**src/rtl/jk_drv_pkg.sv**
```systemverilog
// Shared encodings for the JK excitation driver: command modes and FSM states.
package jk_drv_pkg;

  typedef enum logic [1:0] {
    MODE_LOAD   = 2'd0,
    MODE_HOLD   = 2'd1,
    MODE_TOGGLE = 2'd2,
    MODE_CLRERR = 2'd3
  } mode_e;

  typedef enum logic [1:0] {
    S_IDLE   = 2'd0,
    S_DRIVE  = 2'd1,
    S_SETTLE = 2'd2,
    S_CHECK  = 2'd3
  } state_e;

endpackage

```
**src/rtl/jk_drv_excite_bit.sv**
```systemverilog
// Per-bit J/K excitation generator: maps (current q, target t, mode) to J, K and the expected next q.
module jk_excite_bit
  import jk_drv_pkg::*;
(
  input  logic  q,
  input  logic  t,
  input  mode_e mode,
  output logic  j,
  output logic  k,
  output logic  e
);

  always_comb begin
    j = 1'b0;
    k = 1'b0;
    e = q;
    case (mode)
      MODE_LOAD: begin
        j = ~q & t;
        k = q & ~t;
        e = t;
      end
      MODE_TOGGLE: begin
        j = 1'b1;
        k = 1'b1;
        e = ~q;
      end
      default: ;
    endcase
  end

endmodule

```
**src/rtl/jk_excitation_driver.sv**
```systemverilog
// Command-driven J/K excitation driver with settle window and Q feedback check.
// Optional sticky error halt enabled by defining JK_DRV_STICKY_ERR_EN.
module jk_excitation_driver
  import jk_drv_pkg::*;
#(
  parameter int unsigned N             = 4,
  parameter int unsigned SETTLE_CYCLES = 1,
  parameter int unsigned ERR_W         = 8
) (
  input  logic             clk,
  input  logic             rst,
  input  logic             in_valid,
  output logic             in_ready,
  input  logic [1:0]       in_mode,
  input  logic [N-1:0]     in_target,
  output logic [N-1:0]     j_out,
  output logic [N-1:0]     k_out,
  input  logic [N-1:0]     q_fb,
  output logic             out_valid,
  output logic             out_match,
  output logic [N-1:0]     expected,
  output logic [ERR_W-1:0] err_count,
  output logic             err_sticky
);

  localparam int unsigned CNT_W = $clog2(SETTLE_CYCLES + 1);
  localparam logic [CNT_W-1:0] CNT_LAST = CNT_W'(SETTLE_CYCLES - 1);

  state_e           state_q, state_d;
  logic [CNT_W-1:0] cnt_q, cnt_d;
  logic [N-1:0]     j_q, j_d, k_q, k_d, exp_q, exp_d;
  logic [ERR_W-1:0] err_q, err_d;
  logic             ready_q, ready_d;
  logic             ovalid_q, ovalid_d;
  logic             sticky_q, sticky_d;

  mode_e            mode_in;
  logic [N-1:0]     j_c, k_c, e_c;
  logic             accept;

  assign mode_in = mode_e'(in_mode);

  // Excitation is derived from q_fb at the accepting edge, so j/k/expected capture the q snapshot.
  for (genvar i = 0; i < int'(N); i++) begin : g_bit
    jk_excite_bit u_bit (
      .q    (q_fb[i]),
      .t    (in_target[i]),
      .mode (mode_in),
      .j    (j_c[i]),
      .k    (k_c[i]),
      .e    (e_c[i])
    );
  end

`ifdef JK_DRV_STICKY_ERR_EN
  assign in_ready   = ready_q & (~sticky_q | (in_valid & (mode_in == MODE_CLRERR)));
  assign err_sticky = sticky_q;
`else
  assign in_ready   = ready_q;
  assign err_sticky = 1'b0;
`endif

  assign accept    = in_valid & in_ready;
  assign j_out     = j_q;
  assign k_out     = k_q;
  assign expected  = exp_q;
  assign err_count = err_q;
  assign out_valid = ovalid_q;
  assign out_match = ovalid_q & (q_fb == exp_q);

  always_comb begin
    state_d  = state_q;
    cnt_d    = cnt_q;
    j_d      = '0;
    k_d      = '0;
    exp_d    = exp_q;
    err_d    = err_q;
    ovalid_d = 1'b0;
    sticky_d = sticky_q;
    case (state_q)
      S_IDLE: begin
        if (accept) begin
          if (mode_in == MODE_CLRERR) begin
            err_d    = '0;
            sticky_d = 1'b0;
          end else begin
            state_d = S_DRIVE;
            j_d     = j_c;
            k_d     = k_c;
            exp_d   = e_c;
          end
        end
      end
      S_DRIVE: begin
        state_d = S_SETTLE;
        cnt_d   = '0;
      end
      S_SETTLE: begin
        if (cnt_q == CNT_LAST) begin
          state_d  = S_CHECK;
          cnt_d    = '0;
          ovalid_d = 1'b1;
        end else begin
          cnt_d = cnt_q + CNT_W'(1);
        end
      end
      S_CHECK: begin
        state_d = S_IDLE;
        if (q_fb != exp_q) begin
          sticky_d = 1'b1;
          if (err_q != '1) err_d = err_q + ERR_W'(1);
        end
      end
      default: state_d = S_IDLE;
    endcase
    ready_d = (state_d == S_IDLE);
  end

  always_ff @(posedge clk) begin
    if (rst) begin
      state_q  <= S_IDLE;
      cnt_q    <= '0;
      j_q      <= '0;
      k_q      <= '0;
      exp_q    <= '0;
      err_q    <= '0;
      ready_q  <= 1'b1;
      ovalid_q <= 1'b0;
    end else begin
      state_q  <= state_d;
      cnt_q    <= cnt_d;
      j_q      <= j_d;
      k_q      <= k_d;
      exp_q    <= exp_d;
      err_q    <= err_d;
      ready_q  <= ready_d;
      ovalid_q <= ovalid_d;
    end
  end

`ifdef JK_DRV_STICKY_ERR_EN
  always_ff @(posedge clk) begin
    if (rst) sticky_q <= 1'b0;
    else     sticky_q <= sticky_d;
  end
`else
  assign sticky_q = 1'b0;
`endif

endmodule
```
**config.mk**
```make
export PLATFORM = sky130hd
export DESIGN_NAME = jk_excitation_driver
export DESIGN_NICKNAME = d
export VERILOG_FILES = /design/src/rtl/jk_drv_pkg.sv /design/src/rtl/jk_drv_excite_bit.sv /design/src/rtl/jk_excitation_driver.sv
export SDC_FILE = /design/constraint.sdc
export NUM_CORES = 1
export LEC_CHECK = 0
export CELL_PAD_IN_SITES_DETAIL_PLACEMENT = 1
export CELL_PAD_IN_SITES_GLOBAL_PLACEMENT = 1
export CORE_MARGIN = 2
export CORE_UTILIZATION = 34
export CTS_CLUSTER_DIAMETER = 30
export DETAILED_ROUTE_END_ITERATION = 8
export MAX_ROUTING_LAYER = met4
export PLACE_DENSITY = 0.78
export SKIP_CTS_REPAIR_TIMING = 1
export SLEW_MARGIN = 20
export SYNTH_ARGS = -nofsm -noshare
export SYNTH_HDL_FRONTEND = slang
export SYNTH_SLANG_ARGS = --single-unit
```
**constraint.sdc**
```tcl
create_clock -name clk -period 1.9 [get_ports clk]
set_input_delay 0.38 -clock clk [delete_from_list [all_inputs] [get_ports clk]]
set_output_delay 0.38 -clock clk [all_outputs]
set_load 0.05 [all_outputs]
```
## Word level (Yosys, flattened, before mapping)

Cells that the tools add are included.

| storage, ports and cells | value |
|---|---|
| register bits after elaboration | 25 |
| input bits | 13 |
| output and inout bits | 24 |
| word-level logic and storage cells | 77 |

| cells by class | value |
|---|---|
| add/subtract/negate cells | 2 |
| equality and inequality tests | 12 |
| mux-type cells | 24 |
| bitwise gates (word level) | 22 |
| reductions and logical operators | 9 |

Operators with widths:

| cell | number |
|---|---|
| $mux 8 | 4 |
| $pmux 1 s2 | 13 |
| $pmux 8 s2 | 1 |
| $not 1->1 | 12 |
| $and 1x1->1 | 10 |
| $add 8x1->8 const B | 1 |
| $eq 2x2->1 const B | 4 |
| $ne 2x2->1 const B | 4 |
| $ne 8x8->1 const B | 1 |
| $pmux 2 s4 | 1 |
| $logic_not 2->1 | 3 |
| $mux 2 | 3 |
| $reduce_and 5->1 | 1 |
| $eq 4x4->1 | 1 |
| $ne 4x4->1 | 1 |
| $reduce_bool 2->1 | 2 |
| $reduce_or 4->1 | 1 |
| $reduce_and 3->1 | 1 |
| $eq 2x1->1 const B | 1 |
| $mux 1 | 2 |
| $reduce_or 2->1 | 1 |
| $add 1x1->1 const B | 1 |

## Depth between registers and ports, before layout

Gate-level depths: netlist (run 1).

| depth | value |
|---|---|
| depth in word-level cells | 5 |
| gate-level depth with buffers | 6 |
| gate-level depth less buffers | 6 |

## By module

A second synthesis (run 1) with hierarchy kept.

| second synthesis, totals | value |
|---|---|
| cell total of the unflattened synthesis | 158 |
| area total of the unflattened synthesis | 1368.8 sq um |

Modules (own cells, without submodules):

| module | instances | cells an instance | area each (sq um) |
|---|---|---|---|
| jk_excitation_driver | 1 | 122 | 1158.6 |
| jk_excite_bit | 4 | 9 | 52.6 |

## Worst setup path after synthesis (run 1)

No wires, ideal clock.

| path | value |
|---|---|
| path type | flip-flop to output port |
| start | reg exp_q[2], in the netlist expected[2] |
| end | out out_match |
| arrival | 1.601 ns |
| setup slack | -0.081 ns |
| stages on the path, launching flop included | 4 |
| path buffers | 0 |
| path through | dfxtp_1 -> xor2_2 -> nor4_4 -> and2_2 |

| between the ends | value |
|---|---|
| word-level cells in the longest chain between the ends | 2 |

Ends and longest elaborated chain:

| element | line | RTL |
|---|---|---|
| start: declaration | jk_excitation_driver.sv:31 | `logic [N-1:0] j_q, j_d, k_q, k_d, exp_q, exp_d;` |
| start signal: assignment | jk_excitation_driver.sv:134 | `exp_q <= exp_d;` |
| $eq 4x4->1 | jk_excitation_driver.sv:69 | `assign out_match = ovalid_q & (q_fb == exp_q);` |
| $and 1x1->1 | jk_excitation_driver.sv:69 |  |
| end: declaration | jk_excitation_driver.sv:20 | `output logic out_match,` |

No other way between the ends.

## Worst setup path in the final report (run 1)

| path | value |
|---|---|
| start | reg exp_q[0], in the netlist expected[0] |
| end | out out_match |

Same word-level chain as after synthesis.

==> impl_metrics.tcl, run 1 <==
set metrics [dict create \
    io_pins 37 \
    cts_htree_levels 1 \
    ys_ff_latch 24 \
    slew_headroom_pct 65.91 \
    root_buffer "clkbuf_8" \
    die_h_um 64.73 \
    nNetsFinal 216 \
    drv_cap 0 \
    grt_pass1_wl_mm 6.375 \
    drt-total-wl_mm 3.682 \
    setup_viol 0 \
    placed_cells 238 \
    fin_tns_setup_ns 0 \
    grt.total_usage_pct 20.10 \
    vias 1247 \
    comb_power_share_pct 44.2 \
    cts_buffer_depth 2 \
    clkPwrFrac_pct 18.0 \
    yosys_warnings 0 \
    finalWeightedCongestion 0.8622 \
    path_clk_slew_ns 0.08 \
    viasPerCell 5.111 \
    crit_path_start_kind "register" \
    end_kind "output pin" \
    peakVddDrop_mv 0.3824 \
    outcome "complete, no violations" \
    final_layout_size_suffix_gt1_share_pct 26.02 \
    cp.arrival_ns 1.48 \
    synth-seq-area-share_pct 38.32 \
    synth_top_area_share_pct 38.32 \
    fin_skew_ns 0.0008975 \
    synth_area_um2 1254 \
    fin_crit_sh_pct 98.09 \
    grt_pass1_vias 1332 \
    initial_core_util_pct 34.77 \
    areaGrowthSynthToFinish_pct 46.71 \
    p_seq_share_pct 37.7 \
    die_w_um 64.73 \
    first_iter_violations 48 \
    clock_sinks 24 \
    timing.fmax_mhz 536.6 \
    synth_area_leaders "dfxtp_1, nor2_1, ha_1" \
    drtPass1Iterations 4 \
    crit_type "reg -> out" \
    place_hpwl_mm 2.782 \
    leakage_nw 0.7696 \
    yosys.area.top_type "dfxtp_1" \
    row_count 22 \
    hold-worst-slack_ns 0.5136 \
    die_area_um2 4189 \
    syn_avg_cell_area_um2 8.587 \
    finalHoldViolCount 0 \
    syn-num-nets 164 \
    slew_viol_final 0 \
    drcViolationCount 0 \
    cts_tree "built" \
    clk_latency_ns 0.27 \
    p_per_area_nw_per_um2 928.2 \
    routedWlPerCell_um 15.09 \
    worstPathRequired_ns 1.52 \
    p_sw_uw 683.8 \
    final_cell_area_um2 1839 \
    detail-route-antenna-nets 0 \
    r2r_cells 7 \
    layout_min_cycle_time_ns 1.864 \
    hold_depth 2 \
    cts_made_buffers 3 \
    grt_setup_unrepaired "yes" \
    switching_share_pct 40.05 \
    placed_area_um2 1734 \
    p_int_mw 1.023 \
    tightest_slew_ns 0.5098 \
    postSynthCellCount 146 \
    core_um2 3606 \
    synth_cell_types 35 \
    antenna_found_initial 0 \
    critPathMaxFanout 3 \
    finalNonFillerCells 244 \
    total_power_mw 1.707 \
    grt_start_max_net_pins 18 \
    diodes 0 \
    overflow 0 \
    hp-class "reg -> reg" \
    numPortBuffers 35 \
]
## state kept, by name (all words and copies together) (netlist names)
name / cells
expected: 4
state_q: 2
err_count: 8
j_out: 4
in_ready: 1
k_out: 4
out_valid: 1
## routing by layer
metal / up-vias / routed length (um) / track usage [%] / part of all wire, %
li1: 602 / - / - / -
met1: 609 / 1566 / 22.71 / 43
met2: 31 / 1967 / 36.60 / 53
met3: 5 / 97 / 1.736 / 2.6
met4: 0 / 51 / 7.713 / 1.4
met5: - / 0 / - / 0
## worst max-delay path: stages (launching register included)
cell	delay (ns)
dfxtp_4	0.36
xor2_2	0.18
nor4_4	0.33
and2_4	0.21
buf_12	0.13
## layout make-up
cell class | instances | area (um^2)
inverter | 9 | 33.78
clock buffer | 3 | 41.29
timing repair buffer | 53 | 480.5
multi-input combinational | 107 | 733.2
tap | 48 | 60.06
sequential | 24 | 490.5
fill | 439 | 1767
## cell families (layout without fill, tap and decap cells)
family                   count (synthesis)  after routing  synth area share (%)
XOR/XNOR                                 4              4                 4.591
buffers and inverters                   15             65                 5.089
multiplexers                             3              3                 2.395
adder cells (fa/ha/maj)                  5              5                 4.990
other                                    1              1                0.2991
AO/OA/AOI/OAI                           29             29                 16.47
flip-flops                              24             24                 38.32
AND/OR/NAND/NOR                         65             65                 27.85
## cell usage in the layout (no fill, tap or decap), types with 2 or more instances in the layout
cell type,instances
buf_4,29
a21oi_1,12
mux2i_1,3
nand3b_1,2
nor2_1,26
nand2b_1,5
a31oi_1,2
nand3_1,10
clkbuf_8,3
clkdlybuf4s50_1,18
nor4_4,2
dlymetal6s2s_1,5
nor2b_1,3
dfxtp_2,5
xor2_2,4
o21ai_0,2
nand2_1,7
a221oi_1,2
dfxtp_1,18
a211oi_1,5
ha_1,4
nor3b_1,2
inv_1,9
## through the flow
step / worst slack [ns] / util [%]
floorplan: -0.01739 / -
global placement: -0.2369 / 48.09
detailed placement: -0.3355 / 48.09
CTS: -0.2333 / 49.24
global route: -0.05289 / 51.01
finish: 0.03625 / 51.01
## final timing paths
path              slack [ns]    startpoint           end
setup / recovery        0.04   expected[0]     out_match
hold / removal          0.51  err_count[0]  err_count[0]
setup reg to reg        0.10   expected[3]  err_count[6]
hold reg to reg         0.51  err_count[0]  err_count[0]
## power groups by stage
stage | registers (mW) | logic (mW) | clock network [mW]
floorplan | 0.810 | 0.305 | 0
global placement | 0.647 | 0.684 | 0
detailed placement | 0.649 | 0.723 | 0
CTS | 0.640 | 0.726 | 0.322
global route | 0.655 | 0.823 | 0.346
finish | 0.644 | 0.755 | 0.308
## synthesized netlist by cell type, drive strengths merged
cell type,n
or4,1
inv,9
o21ai,2
a41oi,1
clkbuf,4
a32oi,1
a221oi,2
mux2i,3
and2,1
xor2,4
nand3b,2
nor3,2
ha,5
nor4,2
nand3,10
and4,1
nor3b,2
conb,1
nor2,26
a211oi,6
dfxtp,24
and3,1
buf,2
nand4,1
a311oi,2
nand2,7
or3,1
a21oi,12
nor2b,3
nand2b,5
a31oi,2
o21a,1
Note: power is estimated with default switching activity, not from simulation.
==> run 2: changes to the inputs <==
Settings changed: RECOVER_POWER from default to 25.
==> impl_metrics.tcl, run 2 (synthesis gave the netlist of run 1 again) <==
set metrics [dict create \
    r2r_end "err_count[6]" \
    outcome "complete, no violations" \
    cts_buffer_depth 2 \
    final_cell_area_um2 1805 \
    grt.total_usage_pct 20.10 \
    root_buffer "clkbuf_8" \
    p_int_mw 1.009 \
    final_common_cell "nor2_1" \
    routedWlPerCell_um 15.11 \
    hold_depth 2 \
    placed_area_um2 1734 \
    clk_latency_ns 0.27 \
    fin_crit_sh_pct 98.11 \
    peakVddDrop_mv 0.3603 \
    clock_sinks 24 \
    worstPathRequired_ns 1.52 \
    timing.fmax_mhz 536.4 \
    slew_headroom_pct 59.62 \
    first_iter_violations 43 \
    antenna_found_initial 0 \
    leakage_nw 0.7315 \
    path_clk_slew_ns 0.08 \
    core_um2 3606 \
    fin_skew_ns 0.001058 \
    cpMaxStageDelayCell "dfxtp_4" \
    drv_cap 0 \
    detail-route-antenna-nets 0 \
    initial_core_util_pct 34.77 \
    fillers 442 \
    grt_setup_unrepaired "yes" \
    critPathMaxStageDelay_ns 0.36 \
    regArea_um2 490.5 \
    placed_cells 238 \
    grt_pass1_wl_mm 6.375 \
    place_hpwl_mm 2.782 \
    p_sw_uw 683.5 \
    cts_made_buffers 3 \
    overflow 0 \
    die_h_um 64.73 \
    slew_viol_final 0 \
    cts_tree "built" \
    finalWeightedCongestion 0.8622 \
    switching_share_pct 40.37 \
    layout_min_cycle_time_ns 1.864 \
    rrSetupSlack_ns 0.10 \
    end_kind "output pin" \
    hold_start "err_count[0]" \
    largest_reg_flops 8 \
    tightest_slew_ns 0.6083 \
    cp_cell_sequence "xor2_2 -> nor4_4 -> and2_4 -> buf_12" \
    drtPass1Iterations 4 \
    die_area_um2 4189 \
    critPathMaxFanout 3 \
    nNetsFinal 216 \
    setup_viol 0 \
    cts_htree_levels 1 \
    hold-worst-slack_ns 0.5124 \
    final_layout_size_suffix_gt1_share_pct 21.43 \
    numPortBuffers 35 \
    multi_input_area_um2 733.2 \
    hp-class "reg -> reg" \
    crit_type "reg -> out" \
    drcViolationCount 0 \
    r2r_cells 7 \
    grt_start_max_net_pins 18 \
    comb_power_share_pct 43.8 \
    reg2reg_from "expected[3]" \
    finalNonFillerCells 244 \
    cp.arrival_ns 1.48 \
    viasPerCell 5.111 \
    final_cell_mix "nor2_1, buf_4, dfxtp_1, clkdlybuf4s50_1, a21oi_1" \
    vias 1247 \
    diodes 0 \
    io_pins 37 \
    row_count 22 \
    crit_path_start_kind "register" \
    drt-total-wl_mm 3.686 \
    grt_pass1_vias 1332 \
    p_seq_share_pct 38.0 \
    p_per_area_nw_per_um2 937.7 \
    die_w_um 64.73 \
    clkPwrFrac_pct 18.2 \
    areaGrowthSynthToFinish_pct 44.01 \
    finalHoldViolCount 0 \
    min_to "err_count[0]" \
    final_util_pct 50.07 \
]
run 2: per-stage QoR:
step | worst slack, ns | power (mW) | TNS, ns
floorplan | -0.01739 | 1.115 | -0.01739
global placement | -0.2369 | 1.330 | -1.888
detailed placement | -0.3355 | 1.372 | -2.399
CTS | -0.2333 | 1.688 | -0.2923
global route | -0.05289 | 1.809 | -0.09683
finish | 0.03586 | 1.693 | 0
run 2: worst max-delay path by stage:
stage / to / cells past startpoint / start / slack [ns]
after CTS: out_match / 5 / q_fb[2] / -0.23
after detailed placement: err_count[6] / 7 / q_fb[3] / -0.34
after global placement: err_count[4] / 7 / q_fb[0] / -0.24
final: out_match / 4 / expected[0] / 0.04
after floorplan: out_match / 3 / expected[1] / -0.02
after global routing: out_match / 4 / expected[0] / -0.05
run 2: power by group through the flow:
| stage | clock network, mW | logic (mW) | registers (mW) |
|---|---|---|---|
| after global routing | 0.346 | 0.808 | 0.654 |
| after CTS | 0.322 | 0.726 | 0.640 |
| after floorplan | 0 | 0.305 | 0.810 |
| after detailed placement | 0 | 0.723 | 0.649 |
| after global placement | 0 | 0.684 | 0.647 |
| final | 0.308 | 0.741 | 0.643 |
run 2: final cells by class:
class,count,share of cell area (%)
Inverter,9,1.871
Sequential cell,24,27.17
Clock buffer,3,2.287
Tap cell,48,3.326
Multi-Input combinational cell,107,40.61
Timing Repair Buffer,53,24.74
run 2: worst max-delay path, delay by kind of cell (launching register included):
family,cells,cell delay [ns]
simple gates,2,0.54
xor+xnor,1,0.18
buf+inv,1,0.13
flops,1,0.36
run 2: routing by layer:
metal	share of wire [%]	track usage, %
met3	2.6	1.736
met1	43	22.71
met4	1.4	7.713
met5	0	-
met2	53	36.60
==> run 3: changes to the inputs <==
--- a/config.mk
+++ b/config.mk
@@ -10,3 +10,3 @@
 export CORE_MARGIN = 2
-export CORE_UTILIZATION = 34
+export CORE_UTILIZATION = 35
 export CTS_CLUSTER_DIAMETER = 30
@@ -20,2 +20,3 @@
 export SYNTH_HDL_FRONTEND = slang
+export SYNTH_HIERARCHICAL = 1
 export SYNTH_SLANG_ARGS = --single-unit
==> constraint.sdc (replaced) <==
create_clock -name clk -period 1.9 [get_ports clk]
set_input_delay 0.475 -clock clk [delete_from_list [all_inputs] [get_ports clk]]
set_output_delay 0.475 -clock clk [all_outputs]
set_load 0.05 [all_outputs]
==> impl_metrics.tcl, run 3 <==
set metrics [dict create \
    outcome "finished, violations left" \
    violations "setup timing" \
    cp_cell_sequence "xor2_2 -> nor4_4 -> and2_4 -> buf_12" \
    synth_area_um2 1369 \
    cp.arrival_ns 1.45 \
    cts_buffer_depth 2 \
    end_kind "output pin" \
    final_cell_mix "buf_4, dfxtp_1, inv_1, nand2_1, and2_1" \
    drv_cap 0 \
    timing.fmax_mhz 520.3 \
    postSynthCellCount 158 \
    use_met1_pct 21.94 \
    hp-class "reg -> reg" \
    worstPathRequired_ns 1.42 \
    min_to "err_count[0]" \
    critPathMaxStageDelay_ns 0.36 \
    die_w_um 66.54 \
    core_um2 3716 \
    hold_start "err_count[0]" \
    clk_latency_ns 0.27 \
    slew_viol_final 0 \
    met2_usage_pct 37.38 \
    critPathTopFamily "simple AND/OR/NAND/NOR gates" \
    crit_buf_inv 1 \
    synth-seq-area-share_pct 35.10 \
    crit_type "reg -> out" \
    antenna_found_initial 0 \
    yosys_warnings 6 \
    grt_pass1_wl_mm 6.603 \
    finalHoldViolCount 0 \
    r2r_end "err_count[5]" \
    syn_avg_cell_area_um2 8.663 \
    overflow 0 \
    gr-usage-met3_pct 2.703 \
    synth_edf_count 0 \
    largest_reg_flops 8 \
    drcViolationCount 0 \
    final_common_cell "buf_4" \
    fillers 462 \
    cpMaxStageDelayCell "dfxtp_2" \
    place_hpwl_mm 3.160 \
    synthArstFlopShare_pct 0 \
    synth_common_cells "dfxtp_1, and2_1, inv_1, nand2_1, nor2_1" \
    io_pins 37 \
    root_buffer "clkbuf_8" \
    p_per_area_nw_per_um2 977.7 \
    yosysMostFrequentCell "dfxtp_1" \
    slew_headroom_pct 58.62 \
    die_area_um2 4427 \
    yosys.area.top_type "dfxtp_1" \
    viasPerCell 5.243 \
    fin_skew_ns 0.005889 \
    peakVddDrop_mv 0.4524 \
    reg2reg_from "err_count[0]" \
    numPortBuffers 35 \
    cts_made_buffers 3 \
    synthFlopType "dfxtp_1" \
    drtPass1Iterations 4 \
    cp-startpoint "expected[2]" \
    leakage_nw 0.8089 \
    cts_htree_levels 1 \
    synth_top_area_share_pct 35.10 \
    tightest_slew_ns 0.6234 \
    finalWeightedCongestion 0.8671 \
    detail-route-antenna-nets 0 \
    cts_tree "built" \
    synth_cell_types 35 \
    routedWlPerCell_um 15.44 \
    grt_pass1_vias 1456 \
    total_power_mw 1.847 \
    vias 1358 \
    ys_ff_latch 24 \
    hold_depth 1 \
    initial_core_util_pct 36.84 \
    areaGrowthSynthToFinish_pct 38.03 \
    final_layout_size_suffix_gt1_share_pct 23.70 \
    diodes 0 \
    critPathMaxFanout 3 \
    final_util_pct 50.84 \
    first_iter_violations 64 \
    grt_start_max_net_pins 18 \
    path_clk_slew_ns 0.09 \
    setup_viol 1 \
    dp_slack_ns -0.4638 \
    layout_min_cycle_time_ns 1.922 \
    r2r_cells 5 \
    synth_area_leaders "dfxtp_1, and2_1, xor2_2" \
    rrSetupSlack_ns 0.04 \
    row_count 22 \
    crit_path_start_kind "register" \
    die_h_um 66.54 \
    drt-total-wl_mm 3.999 \
    busiest_layer "met2" \
    setup_ws_ns -0.02208 \
    fin_crit_sh_pct 101.2 \
    syn-num-nets 176 \
    grt.total_usage_pct 19.88 \
    nNetsFinal 230 \
    clock_sinks 24 \
    grt_setup_unrepaired "yes" \
]
==> run 3: changes by cell type in the layout (fill, tap and decap cells not counted), moves of 5 or more <==
cell | before | now
a31oi_1 | 2 | 7
and2_1 | 0 | 13
buf_4 | 20 | 28
clkdlybuf4s50_1 | 18 | 7
nand2_1 | 7 | 13
nand3_1 | 10 | 3
nor2_1 | 26 | 11
==> run 3: layout make-up <==
type	instances	area (um^2)	area share, %
clock buffers	3	41.29	2.185
multi-input cells	119	830.8	43.97
repair buffers	51	390.4	20.66
clock inverters	1	30.03	1.589
well taps	48	60.06	3.179
flip-flops and latches	24	488.0	25.83
inverters	13	48.80	2.583
==> run 3: worst register-to-register path, delay by kind of cell, from the launching register on <==
family	cells	cell delay (ns)
adder cells (fa/ha/maj)	1	0.27
AND/OR/NAND/NOR	3	0.75
AO/OA/AOI/OAI	1	0.43
flip-flops	1	0.36
==> run 3: kinds of logic after synthesis <==
| group | Yosys count | synth area share [%] |
|---|---|---|
| buffers and inverters | 15 | 4.388 |
| other | 1 | 0.2740 |
| muxes | 4 | 2.925 |
| AOI/OAI and AO/OA | 41 | 21.48 |
| xor gates and xnor gates | 4 | 4.753 |
| and+or+nand+nor | 64 | 26.51 |
| adders and majority gates | 5 | 4.570 |
| DFF | 24 | 35.10 |
==> run 3: power breakdown <==
part / switching [mW] / leakage (nW) / internal [mW]
logic: 0.467 / 0.575 / 0.257
clock network: 0.180 / 0.0357 / 0.282
registers: 0.0765 / 0.198 / 0.585
==> run 3: per-layer routing <==
metal	routed length [um]	share of wire [%]
met4	16	0.40
met3	118	3.0
met5	0	0
met1	1768	44
met2	2095	52
==> run 3: metrics by stage <==
step	TNS, ns	hold slack [ns]	cell area, um^2	instances
after floorplan	-0.04123	0.5447	1378	158
after global placement	-3.657	0.4781	1844	254
after detailed placement	-4.592	0.4911	1844	254
after CTS	-1.124	0.5072	1916	258
after global routing	-0.07699	0.5280	1889	259
final	-0.02208	0.5064	1889	259
==> run 3: worst max-delay path by stage <==
stage / slack [ns] / cells past startpoint / to
final: -0.02 / 4 / out_match
after floorplan: -0.04 / 3 / out_match
after global routing: -0.08 / 4 / out_match
after CTS: -0.44 / 5 / out_match
after global placement: -0.39 / 5 / out_match
after detailed placement: -0.46 / 7 / err_count[4]
==> variant 1: new RTL, settings of run 3 <==
Add an input register stage for `in_mode` and `in_target`, cleared by the reset; this delays them by one clock. The other inputs are not delayed to match.
--- a/src/rtl/jk_excitation_driver.sv
+++ b/src/rtl/jk_excitation_driver.sv
@@ -26,6 +26,19 @@
   localparam int unsigned CNT_W = $clog2(SETTLE_CYCLES + 1);
   localparam logic [CNT_W-1:0] CNT_LAST = CNT_W'(SETTLE_CYCLES - 1);
 
+  logic [1:0] in_mode_q;
+  logic [N-1:0] in_target_q;
+
+  always_ff @(posedge clk) begin
+    if (rst) begin
+      in_mode_q   <= '0;
+      in_target_q <= '0;
+    end else begin
+      in_mode_q   <= in_mode;
+      in_target_q <= in_target;
+    end
+  end
+
   state_e           state_q, state_d;
   logic [CNT_W-1:0] cnt_q, cnt_d;
   logic [N-1:0]     j_q, j_d, k_q, k_d, exp_q, exp_d;
@@ -38,13 +51,13 @@
   logic [N-1:0]     j_c, k_c, e_c;
   logic             accept;
 
-  assign mode_in = mode_e'(in_mode);
+  assign mode_in = mode_e'(in_mode_q);
 
   // Excitation is derived from q_fb at the accepting edge, so j/k/expected capture the q snapshot.
   for (genvar i = 0; i < int'(N); i++) begin : g_bit
     jk_excite_bit u_bit (
       .q    (q_fb[i]),
-      .t    (in_target[i]),
+      .t    (in_target_q[i]),
       .mode (mode_in),
       .j    (j_c[i]),
       .k    (k_c[i]),
Function: changed (a bounded check fails within 4 cycles, from zero or initial values and one cycle with rst high).
==> variant 1 against run 3 <==
- synthesized area grew 10%
- global-route usage down 1.5 points
- hold slack better by 39 ps
- wire length rose by 6.3%
- final area grew 10%
- sequential cell count increased by 6
- synthesized cell count increased by 8.2%
- critical path depth is 1 higher
- power up 11%
- worst setup slack improved by 49 ps
- critical path type is now in -> out
==> variant 1: results (changes against run 3) <==
Clock Skew - 4.13 ps (-1.76 ps)
outcome - completed
reg2reg path depth - 6 (+1)
Static Leak - 0.000878 uW (+8.5%)
inverter count - 7 (-6)
clk slew on worst S/H paths - 60 ps (-30 ps)
Critical Path Source - q_fb[1]
Seq/Total Area, Yosys - 39.9% (+4.8 points)
Compound-Gate Fraction of Synth Area - 16.4% (-5.1 points)
WL/cell - 15.5 um (+0.43%)
DP Worst Slack - -383 ps (+80.8 ps)
synth top area cells - dfxtp_1 40%, nor2b_1 6.2%, and2_1 5.8%
syn nets - 189 (+7.4%)
Vias - 1,427 (+5.1%)
met2 GRT Util - 33.2% (-4.1 points)
Via density - 5.21 (-0.67%)
Critical Path AT - 1400 ps (-50 ps)
placed wire-length estimate - 3230 um (+2.1%)
FF+latch count - 30 (+25%)
Net count, final - 243 (+5.7%)
DR iter-0 viols - 45 (-30%)
CP max stage delay - 250 ps (-110 ps)
ClkCell Share - 3.96% (+0.18 points)
row count - 23 (+4.5%)
Syn Inst Count - 171 (+8.2%)
bufs w/o clock - 50 (-2.0%)
crit-path max FO - 5 (+2)
H-tree levels - 2 (+1)
met3 global-route usage - 4.65% (+1.9 points)
slew margin rel. - 60.3% (+1.7 points)
reg2reg start - state_q[0]
maximum vdd drop - 0.650 mV (+44%)
placed inst area - 1980 um^2 (+7.1%)
Adder-Cell Fraction of Synth Area - 4.16% (-0.41 points)
worst hold start - err_count[5]
synth cell count leaders - 30 x dfxtp_1, 15 x nor2b_1, 14 x and2_1
GRT Total Usage - 18.4% (-1.5 points)
Post-Place Cells - 268 (+5.5%)
met1 Use GR - 19.0% (-3.0 points)
first-pass GRT wire length - 6890 um (+4.4%)
## variant 1: cell count changes after synthesis, sizes merged, moves of 4 or more
cell,before,now
a31oi,7,3
xor2,4,0
inv,13,7
nand4,3,7
dfxtp,24,30
xnor2,0,4
nor2b,3,15
## variant 1: power by group through the flow
| stage | clock network [uW] | logic [uW] | registers, uW |
|---|---|---|---|
| after global routing | 550 | 809 | 796 |
| after detailed placement | 0 | 731 | 795 |
| final | 512 | 744 | 786 |
| after CTS | 525 | 735 | 783 |
| after floorplan | 0 | 291 | 970 |
| after global placement | 0 | 701 | 786 |
## variant 1: metrics by stage
stage,hold WS [ps],util (%)
global placement,494,48.7
finish,545,51.4
detailed placement,517,48.7
CTS,537,50.7
global route,559,51.4
floorplan,541,-
## variant 1: routing by layer
layer / routed length, um / part of all wire (%)
met1: 1780 / 42
met4: 80 / 1.9
met5: 0 / 0
met2: 2260 / 53
met3: 137 / 3.2
==> variant 2: new RTL, config.mk and constraints of run 3 <==
Made on the original files. `ERR_W`: 8 -> 7.
--- a/src/rtl/jk_excitation_driver.sv
+++ b/src/rtl/jk_excitation_driver.sv
@@ -5,7 +5,7 @@
 #(
   parameter int unsigned N             = 4,
   parameter int unsigned SETTLE_CYCLES = 1,
-  parameter int unsigned ERR_W         = 8
+  parameter int unsigned ERR_W         = 7
 ) (
   input  logic             clk,
   input  logic             rst,
Interface: changed (resized err_count); port bits go from 37 to 36. The function was not compared with the original's and may differ.
==> variant 2 against run 3 <==
- the flow still finishes with violations (setup timing)
- via count shrank 8.4%
- combinational power shrank 1%
- final area shrank 7.0%
- power shrank 16%
- hold slack lost 26 ps
- worst setup slack lost 120 ps
- clock skew shrank 4.0 ps
- synthesized area shrank 12%
- wire length shrank 7.3%
- sequential cell count shrank 1
- critical path type unchanged
- largest cell class unchanged
==> variant 2: results (changes against run 3) <==
Clock Skew - 1.85 ps (-4.03 ps)
clk root buf - clkbuf_4
met1 Use GR - 21.6% (-0.36 points)
synth cell count leaders - 23 x dfxtp_1, 17 x a21oi_1, 17 x nor2_1
met3 global-route usage - 4.68% (+2.0 points)
met1 WL - 1630 um (-7.8%)
outcome - finished with violations
Critical Path Source - expected[2]
WL/cell - 15.0 um (-3.1%)
vias in the first global route - 1,313 (-9.8%)
final setup margin - -142 ps (-120 ps)
met2 GRT Util - 34.7% (-2.7 points)
Vias - 1,244 (-8.4%)
first-pass GRT wire length - 6030 um (-8.7%)
H-tree levels - 1 (unchanged)
met3 WL - 132 um (+12%)
PortBufs - 34 (-2.9%)
Post-Place Cells - 241 (-5.1%)
reg2reg start - err_count[1]
max FFs per register - 7 (-1)
slew margin rel. - 59.4% (+0.81 points)
Initial DRT Pass Iterations - 3 (-1)
Yosys cell types - 30 (-14%)
crit-path max FO - 3 (unchanged)
maximum vdd drop - 0.664 mV (+47%)
min-delay worst type - reg -> reg
placed wire-length estimate - 2860 um (-9.6%)
Yosys warning total - 6 (unchanged)
Net count, final - 221 (-3.9%)
CTS buffer count - 3 (unchanged)
share of cells above drive strength 1 - 27.7% (+4.0 points)
worst hold start - expected[2]
GP Congestion - 0.815 (-6.0%)
Clock Path Buffers - 2 (unchanged)
Top Layer Used - met4
CP max-delay cell - dfxtp_2
antenna diode count - 0 (unchanged)
Seq/Total Area, Yosys - 38.0% (+2.9 points)
largest net degree at the start of global routing - 18 (unchanged)
final WL - 3710 um (-7.3%)
Clock Latency Late Sink - 310 ps (+40 ps)
syn nets - 165 (-6.3%)
Static Leak - 0.000778 uW (-3.9%)
GRT Total Usage - 19.3% (-0.57 points)
synth top area cells - dfxtp_1 38%, a21oi_1 7.0%, and2_1 6.2%
Syn Inst Count - 147 (-7.0%)
final setup violating endpoints - 1 (unchanged)
DR iter-0 viols - 71 (+11%)
clk slew on worst S/H paths - 130 ps (+40 ps)
setup TNS - -142 ps (-120 ps)
failing checks - setup timing
CP max stage delay - 350 ps
Critical Path AT - 1570 ps (+120 ps)
fraction of registers with async set/reset - 0% (unchanged)
initial antenna violation count - 0 (unchanged)
met2 WL - 1890 um (-10%)
variant 2: cell types whose count changed in the layout (fill, tap and decap cells not counted), sizes merged, moves of 6 or more:
cell	delta
inv	-6
nor2	+6
a31oi	-6
a21oi	+7
variant 2: final cells by class:
type | instances | area [um^2]
Fill cell | 424 | 1580
Multi-Input combinational cell | 114 | 743
Sequential cell | 23 | 469
Timing Repair Buffer | 54 | 435
Tap cell | 46 | 57.6
Clock buffer | 4 | 26.3
Inverter | 7 | 26.3
variant 2: power by group:
part | internal, uW | leakage [uW] | switching [uW]
logic | 280 | 0.000573 | 436
registers | 551 | 0.000189 | 45.7
clock network | 82.0 | 0.0000150 | 148
variant 2: kinds of logic (layout without fill, tap and decap cells):
group | after synthesis | after routing | share of synthesized area [%]
simple gates | 71 | 71 | 29.6
compound gates | 30 | 30 | 17.9
flops | 23 | 23 | 38.0
buf+inv | 10 | 65 | 3.41
fa+ha+maj | 5 | 5 | 5.17
xor+xnor | 4 | 4 | 2.89
mux | 3 | 3 | 2.69
other cells | 1 | 1 | 0.310
variant 2: critical path, delay by kind of cell (launching register included):
family | cells | cell delay (ps)
XOR/XNOR | 1 | 170
buffers and inverters | 2 | 300
flip-flops | 1 | 350
AND/OR/NAND/NOR | 2 | 440
variant 2: metrics by stage:
step	total power (uW)	setup WS (ps)	instance area [um^2]
floorplan	1020	13.1	1220
global route	1660	-242	1760
detailed placement	1310	-578	1690
global placement	1260	-502	1690
finish	1540	-142	1760
CTS	1540	-452	1710
variant 2: path summary, 6_finish.rpt:
check / endpoint / slack [ps] / depth (start not counted)
max: out_match / -140 / 5
min: expected[2] / 480 / 2
max reg2reg: err_count[2] / 30 / 8
min reg2reg: expected[2] / 480 / 2
